**src/rtl/safe_feeder_pkg.sv**
```systemverilog
// Shared types and constants for the safe checker feeder.
package safe_feeder_pkg;

  localparam int DEPTH = 8;
  localparam logic [7:0] CHAR_MIN = 8'h20;
  localparam logic [7:0] CHAR_MAX = 8'h7E;

  typedef enum logic [1:0] {COLLECT, PRIME, ARMED} state_t;

  function automatic logic is_printable(input logic [7:0] c);
    return (c >= CHAR_MIN) && (c <= CHAR_MAX);
  endfunction

endpackage

```
**src/rtl/safe_feeder_buf.sv**
```systemverilog
// Password register file: one write port, one registered read port.
// A deasserted re loads zero so the top sees data=0 outside replay.
module safe_feeder_buf #(
  parameter int DEPTH  = 8,
  parameter int CHAR_W = 7,
  parameter int AW     = $clog2(DEPTH)
) (
  input  logic              clk,
  input  logic              rst_n,
  input  logic              we,
  input  logic [AW-1:0]     waddr,
  input  logic [CHAR_W-1:0] wdata,
  input  logic              re,
  input  logic [AW-1:0]     raddr,
  output logic [CHAR_W-1:0] rdata
);

  logic [CHAR_W-1:0] mem [DEPTH];

  // Contents are never cleared; a new password simply overwrites them.
  always_ff @(posedge clk) begin
    if (we) mem[waddr] <= wdata;
  end

  always_ff @(posedge clk or negedge rst_n) begin
    if (!rst_n)  rdata <= '0;
    else if (re) rdata <= mem[raddr];
    else         rdata <= '0;
  end

endmodule

```
**src/rtl/safe_feeder.sv**
```systemverilog
// Collects eight characters, then replays them forever to the safe checker.
// Optional SAFE_FEEDER_FILTER_EN drops non-printable bytes and flags err.
module safe_feeder
  import safe_feeder_pkg::*;
#(
  parameter int DEPTH  = 8,
  parameter int CHAR_W = 7
) (
  input  logic              clk,
  input  logic              rst_n,
  input  logic              in_valid,
  input  logic [7:0]        in_char,
  output logic              in_ready,
  input  logic              clear,
  output logic [CHAR_W-1:0] data,
  output logic              armed,
  output logic              err
);

  localparam int AW = $clog2(DEPTH);
  localparam logic [AW-1:0] LAST = AW'(DEPTH - 1);

  state_t        state, nxt;
  logic [AW-1:0] count, rp;
  logic          xfer, store, char_ok;

  assign in_ready = rst_n && (state == COLLECT) && !clear;
  assign xfer     = in_valid && in_ready;

`ifdef SAFE_FEEDER_FILTER_EN
  assign char_ok = is_printable(in_char);

  always_ff @(posedge clk or negedge rst_n) begin
    if (!rst_n)                err <= 1'b0;
    else if (clear)            err <= 1'b0;
    else if (xfer && !char_ok) err <= 1'b1;
  end
`else
  logic unused_msb;
  assign unused_msb = in_char[7];
  assign char_ok    = 1'b1;
  assign err        = 1'b0;
`endif

  assign store = xfer && char_ok;

  always_comb begin
    nxt = state;
    case (state)
      COLLECT: if (store && count == LAST) nxt = PRIME;
      PRIME:   if (rp == LAST) nxt = ARMED;
      ARMED:   nxt = ARMED;
      default: nxt = COLLECT;
    endcase
    if (clear) nxt = COLLECT;
  end

  always_ff @(posedge clk or negedge rst_n) begin
    if (!rst_n) begin
      state <= COLLECT;
      count <= '0;
      rp    <= '0;
      armed <= 1'b0;
    end else begin
      state <= nxt;
      if (clear)      count <= '0;
      else if (store) count <= count + 1'b1;
      // rp free-runs through PRIME and ARMED so the replay loop never breaks
      if (clear || state == COLLECT) rp <= '0;
      else                           rp <= rp + 1'b1;
      // registered one edge after ARMED: the checker's last write lands then
      armed <= !clear && (state == ARMED);
    end
  end

  safe_feeder_buf #(.DEPTH(DEPTH), .CHAR_W(CHAR_W)) u_buf (
    .clk   (clk),
    .rst_n (rst_n),
    .we    (store),
    .waddr (count),
    .wdata (in_char[CHAR_W-1:0]),
    .re    ((state != COLLECT) && !clear),
    .raddr (rp),
    .rdata (data)
  );

endmodule

```
**config.mk**
```make
export PLATFORM = sky130hd
export DESIGN_NAME = safe_feeder
export DESIGN_NICKNAME = d
export VERILOG_FILES = /design/src/rtl/safe_feeder_pkg.sv /design/src/rtl/safe_feeder_buf.sv /design/src/rtl/safe_feeder.sv
export SDC_FILE = /design/constraint.sdc
export NUM_CORES = 1
export LEC_CHECK = 0
export CORE_MARGIN = 5
export CORE_UTILIZATION = 62
export DETAILED_ROUTE_END_ITERATION = 6
export GPL_TIMING_DRIVEN = 0
export MAX_ROUTING_LAYER = met4
export PLACE_DENSITY = 0.9
export SYNTH_ARGS = -nofsm -noshare
export SYNTH_HDL_FRONTEND = slang
export SYNTH_SLANG_ARGS = --single-unit
```
**constraint.sdc**
```tcl
create_clock -name clk -period 6.2 [get_ports clk]
set_input_delay 0.62 -clock clk [delete_from_list [all_inputs] [get_ports clk]]
set_output_delay 0.62 -clock clk [all_outputs]
set_load 0.03 [all_outputs]
```
==> results of run 1 <==
[cell families after synthesis]
| kind of cell | after synthesis |
|---|---|
| simple gates | 40 |
| other cells | 1 |
| fa+ha+maj | 8 |
| xor+xnor | 1 |
| flops | 72 |
| compound gates | 18 |
| mux | 30 |
| buf+inv | 11 |
[where the power goes]
part           internal [uW]  leakage, uW  switching, uW
logic                   19.0     0.000402           28.2
clock network            182    0.0000971            172
registers                527     0.000727           3.59
[layout by cell type (no fill, tap or decap), drive strengths merged, types with 2 or more instances in the layout]
cell type and count:
nand2 2, nor3b 2, and2 3, clkinvlp 2, nand2b 2, nor2b 4
nor3 3, a22oi 14, mux2i 30, nor2 12, dfrtp 16, nand3 2
inv 5, clkdlybuf4s50 19, edfxtp 56, clkbuf 14, and3 7, clkinv 2
a2111oi 2, a211o 2, buf 4, ha 8
[area by class of cell]
cell class / count / area (um2) / area share (%)
sequential: 72 / 2080 / 61.4
multi-input combinational: 98 / 787 / 23.2
timing repair buffer: 19 / 190 / 5.61
clock buffer: 11 / 163 / 4.80
tap: 54 / 67.6 / 1.99
buffer: 7 / 48.8 / 1.44
clock inverter: 5 / 37.5 / 1.11
inverter: 4 / 15.0 / 0.443
[worst max-delay path, delay by kind of cell]
family	cells	cell delay [ns]
AND/OR/NAND/NOR	3	1.56
buffers and inverters	1	1.05
[through the flow]
stage | area [um2] | power (uW) | setup slack (ns) | util [%]
4_1_cts | 3390 | 937 | 2.89 | 72.8
6_report | 3390 | 931 | 2.92 | 72.8
3_5_place_dp | 3190 | 588 | 2.54 | 68.5
5_1_grt | 3390 | 968 | 2.70 | 72.8
2_1_floorplan | 2930 | 565 | 4.03 | -
3_3_place_gp | 3190 | 586 | 2.59 | 68.5
[worst paths after layout]
path | end | slack (ns) | depth (start not counted)
min in group asynchronous | armed | 0.78 | 1
max in group asynchronous | count[0] | 4.87 | 1
worst min-delay path | state[1] | 0.52 | 1
worst max register to register | u_buf.mem[0][2] | 3.52 | 5
worst max-delay path | u_buf.mem[0][2] | 2.92 | 4
worst min register to register | state[1] | 0.52 | 1
[routing by layer]
| metal | global-route usage (%) | up-vias | wire (um) |
|---|---|---|---|
| met4 | 10.7 | 0 | 71 |
| met1 | 21.8 | 769 | 2030 |
| met3 | 4.65 | 6 | 342 |
| met5 | - | - | 0 |
| li1 | - | 747 | - |
| met2 | 31.1 | 51 | 2680 |
[sequential cells by signal, summed over array words and instances (netlist names)]
| register | count |
|---|---|
| count | 3 |
| u_buf.mem | 56 |
| rp | 3 |
| state | 2 |
| armed | 1 |
| u_buf.rdata | 7 |
==> impl_metrics.py, run 1 <==
metrics = {
    "clock_tree": {
        "clk_root_buffer_cell": "clkbuf_8",
        "h-tree-depth": 3,
        "clock_tree_from_tritoncts": "yes",
        "ctsHoldBuffers": 0,
        "clk_latency_ns": 0.34,
        "cts.repair.resized": 0,
        "cts_sinks": 72,
        "cts_buffer_depth": 2,
        "clk_pin_slew_ns": 0.08,
        "cts.repair_timing.setup_buffer_count": 0,
        "cts_buffers": 9,
    },
    "sta": {
        "timing.fmax_ghz": 0.305,
        "timing.slew.headroom_pct": 25.3,
        "final_hold_viol_count": 0,
        "rsz0062_at_grt": "no",
        "timing_worst_slew_pin_value_ns": 1.11,
        "worst_clock_skew_ns": 0.0114,
        "setup_tns_ns": 0,
        "setup_viol": 0,
        "worst_hold_slack_ns": 0.523,
        "finalCritPeriodShare_pct": 52.9,
        "period_needed_ns": 3.28,
        "final-max-slew-violation-count": 0,
    },
    "logic_synthesis": {
        "netlist_top_cells_count": "edfxtp_1, mux2i_1, dfrtp_1",
        "synthMuxAreaShare_pct": 10.2,
        "synthDominantCellAreaShare_pct": 57.3,
        "syn-instance-count": 181,
        "seq_area_frac_synth_pct": 71.0,
        "synthesis.area_um2": 2930,
        "yosysUniqueCellTypes": 27,
        "synth_top_family_by_area": "multiplexers",
        "synthesis.nets": 201,
        "asyncSetResetFlopFracSynth_pct": 22.2,
        "postSynthAreaPerCell_um2": 16.2,
        "synth-compound-area-share_pct": 4.78,
        "synth_area_leader_cell": "edfxtp_1",
        "synth_top_cells_by_area": "edfxtp_1, dfrtp_1, mux2i_1",
        "synth_xor_xnor_area_share_pct": 0.299,
        "synthesis.yosys.warnings": 0,
        "synthFlopType": "edfxtp_1",
        "synth_simple_gate_area_share_pct": 7.98,
        "synth_register_bits": 72,
        "synth-adder-area-share_pct": 3.41,
        "synth_enable_flop_cells": 56,
        "synth.most_common_cell": "edfxtp_1",
    },
    "placement": {
        "placed_cell_count": 254,
        "port_buffers": 19,
        "place_congestion": 0.773,
        "place.detailed.hpwl_um": 3350,
    },
    "detailed_routing": {
        "routed_wl_um": 5120,
        "drtPass1Iterations": 4,
        "drt_drc_violations_left": 0,
        "detailedRoute.firstIterationViolations": 133,
        "route.vias.total": 1573,
        "drtAntennaViolNets": 0,
        "routed_via_count_divided_by_cell_count": 5.83,
        "wl_per_cell_um": 19.0,
    },
    "floorplan": {
        "dieWidth_um": 78.8,
        "dieHeight_um": 78.8,
        "initial_core_utilization_pct": 62.9,
        "standard_cell_core_area_um2": 4660,
        "design.portCount": 22,
        "core.rowCount": 25,
        "die-area_um2": 6210,
    },
    "cells_and_area": {
        "antenna_diode_instance_count": 0,
        "post_route_cells_drive_above_1_share_pct": 11.1,
        "layout-area-overhead-vs-synth_pct": 15.6,
        "final_nets": 231,
        "fillCellCount": 288,
        "instances_no_fill": 270,
    },
    "min_path": {
        "hp-class": "reg2reg",
        "worst_hold_startpoint": "state[1]",
    },
    "worst_setup_path": {
        "critical-path-max-stage-delay_ns": 1.05,
        "worst-endpoint-required_ns": 6.15,
        "rr_startpoint": "state[0]",
        "crit_start": "rst_n",
        "cp-start-kind": "input pin",
        "timing_worst_setup_path_type": "in2reg",
        "critical_path_cell_sequence": "clkdlybuf4s50_1 -> nand3_2 -> or3_4 -> nor3_1",
        "crit_path_top_delay_cell": "clkdlybuf4s50_1",
        "critical_path_arrival_ns": 3.23,
        "path_max_fanout": 19,
        "worstSetupEndpointType": "flip-flop",
    },
    "grt": {
        "initial_antenna_violation_count": 0,
        "gr-total-overflow": 0,
        "grt_pass1_vias": 1633,
        "grt_start_max_net_pins": 20,
        "wire_length_of_the_first_global_routing_pass_um": 8070,
        "global_routing_usage_summed_across_all_routing_layers_pct": 19.1,
    },
    "flow_run": {
        "max-cap-violations": 0,
    },
    "status": {
        "run_status": "completed",
    },
    "power_and_ir_drop": {
        "vdd_drop_max_uv": 333,
        "cellLeakagePower_uw": 0.00123,
        "power-per-cell-area_nw_per_um2": 275,
    },
}
No activity file was read; power rests on OpenSTA's default activity.
==> run 2, diff against run 1 <==
Settings changed: CORE_UTILIZATION 62 to 57, PLACE_DENSITY 0.9 to 0.84.
Clock period 6.2 ns to 3.2 ns, I/O delays scaled along.
==> impl_metrics.py, run 2 (synthesized netlist as in run 1, its figures left out) <==
metrics = {
    "clock_tree": {
        "ctsHoldBuffers": 0,
        "clock_tree_from_tritoncts": "yes",
        "cts_buffers": 9,
        "cts_sinks": 72,
        "cts_buffer_depth": 2,
        "clk_pin_slew_ns": 0.07,
        "h-tree-depth": 3,
        "clk_latency_ns": 0.34,
        "clk_root_buffer_cell": "clkbuf_8",
    },
    "sta": {
        "setup_viol": 0,
        "finalCritPeriodShare_pct": 87.9,
        "timing.slew.headroom_pct": 39.1,
        "timing.fmax_ghz": 0.355,
        "period_needed_ns": 2.81,
        "final-max-slew-violation-count": 0,
        "final_hold_viol_count": 0,
        "rsz0062_at_grt": "no",
        "postLayoutSetupSlackWorst_ns": 0.386,
        "timing_worst_slew_pin_value_ns": 0.911,
        "worst_hold_slack_ns": 0.495,
        "worst_clock_skew_ns": 0.0127,
    },
    "cells_and_area": {
        "biggestRegsByFlops": "u_buf.mem: 56 flops, u_buf.rdata: 7 flops",
        "final_common_cell": "edfxtp_1",
        "layout.cell_area.non_filler_um2": 3400,
        "fillCellCount": 340,
        "area.sequential_um2": 2080,
        "layout-area-overhead-vs-synth_pct": 16.0,
        "antenna_diode_instance_count": 0,
        "final_cell_mix": "edfxtp_1, mux2i_1, clkdlybuf4s50_1",
        "largest_reg_flops": 56,
        "final_nets": 231,
        "multi_input_area_um2": 792,
        "post_route_cells_drive_above_1_share_pct": 10.6,
        "largest_register": "u_buf.mem",
    },
    "detailed_routing": {
        "route.vias.total": 1550,
        "drtPass1Iterations": 4,
        "routed_via_count_divided_by_cell_count": 5.42,
        "drtAntennaViolNets": 0,
        "drt_drc_violations_left": 0,
        "detailedRoute.firstIterationViolations": 114,
        "routed_wl_um": 5130,
        "wl_per_cell_um": 17.9,
    },
    "floorplan": {
        "standard_cell_core_area_um2": 5040,
        "initial_core_utilization_pct": 58.2,
        "core.rowCount": 26,
        "die-area_um2": 6680,
        "dieHeight_um": 81.7,
        "design.portCount": 22,
        "dieWidth_um": 81.7,
    },
    "power_and_ir_drop": {
        "power.net_switching_uw": 385,
        "power-per-cell-area_nw_per_um2": 530,
        "logic_pwr_share_pct": 5.0,
        "cell_internal_power_uw": 1420,
        "netSwitchingFraction_pct": 21.3,
        "cellLeakagePower_uw": 0.00123,
        "p_clk_share_pct": 38.0,
        "power_uw": 1800,
        "vdd_drop_max_uv": 468,
        "seqPwrFrac_pct": 57.0,
    },
    "min_path": {
        "hp-class": "in2async",
    },
    "worst_setup_path": {
        "worstSetupEndpointType": "flip-flop",
        "worst-endpoint-required_ns": 3.16,
        "timing_worst_setup_path_type": "in2reg",
        "ff2ff_path_depth": 5,
        "critical_path_arrival_ns": 2.77,
        "path_max_fanout": 19,
        "cp-start-kind": "input pin",
    },
    "grt": {
        "initial_antenna_violation_count": 0,
        "grt_pass1_vias": 1541,
        "wire_length_of_the_first_global_routing_pass_um": 7890,
        "grt_start_max_net_pins": 20,
        "global_routing_usage_summed_across_all_routing_layers_pct": 17.5,
        "gr-total-overflow": 0,
    },
    "flow_run": {
        "max-cap-violations": 0,
    },
    "placement": {
        "place.detailed.hpwl_um": 3330,
        "post-place-ws_ns": -0.295,
        "port_buffers": 19,
        "placement.cell_area_um2": 3210,
        "place_congestion": 0.748,
    },
    "status": {
        "run_status": "completed",
    },
}
-- run 2: cell types whose count changed in the layout (fill, tap and decap cells not counted) --
cell	change
clkinv_4	-1
clkinvlp_4	-1
bufinv_16	+1
nor3_1	-1
clkinv_2	+1
clkbuf_8	-1
clkbuf_1	+2
clkbuf_16	-1
nor3_2	+1
-- run 2: power by group through the flow --
stage,Combinational (uW),Sequential [uW],Clock [uW]
2_1_floorplan,42.1,1050,0
3_3_place_gp,88.2,1050,0
5_1_grt,99.7,1030,742
6_report,90.3,1030,685
3_5_place_dp,91.0,1050,0
4_1_cts,91.1,1030,698
-- run 2: path summary, 6_finish.rpt --
check	from	to	slack [ns]
min in group clk	state[1]	state[1]	0.53
min reg2reg	state[1]	state[1]	0.53
max	rst_n	u_buf.mem[7][2]	0.39
min	rst_n	state[1]	0.49
max in group asynchronous	rst_n	count[1]	2.14
max reg2reg	state[0]	u_buf.mem[7][2]	0.72
-- run 2: what timing repair did --
action	in CTS	in global routing
setup endpoints to repair	0	7
buffers inserted	0	0
resized for setup	0	1
-- run 2: metal layers --
metal / vias up / routed length (um) / GRT usage [%]
li1: 746 / - / -
met3: 6 / 298 / 4.17
met5: - / 0 / -
met4: 0 / 55 / 9.97
met2: 48 / 2530 / 26.3
met1: 750 / 2250 / 21.8
-- run 2: area by class of cell --
class | instances | share of cell area (%)
Buffer | 7 | 1.43
Tap cell | 70 | 2.57
Clock buffer | 11 | 3.86
Clock inverter | 5 | 1.65
Sequential cell | 72 | 61.2
Timing Repair Buffer | 19 | 5.59
Inverter | 4 | 0.441
Multi-Input combinational cell | 98 | 23.3
-- run 2: metrics by stage --
stage          setup TNS [ns]  utilization [%]  cells
2_1_floorplan               0                -    181
3_3_place_gp            -1.64             63.7    270
3_5_place_dp            -2.89             63.7    270
4_1_cts                     0             67.4    286
5_1_grt                     0             67.5    286
6_report                    0             67.5    286
-- run 2: worst max-delay path, stage by stage --
cell	delay, ns
clkdlybuf4s50_1	1.07
nand3_2	0.29
or3b_4	0.49
nor2_1	0.60
==> run 3, diff against run 2 <==
Settings changed: SLEW_MARGIN from default to 20.
==> results of run 3 <==
The final DEF is identical to that of run 2; final timing and power are the same.
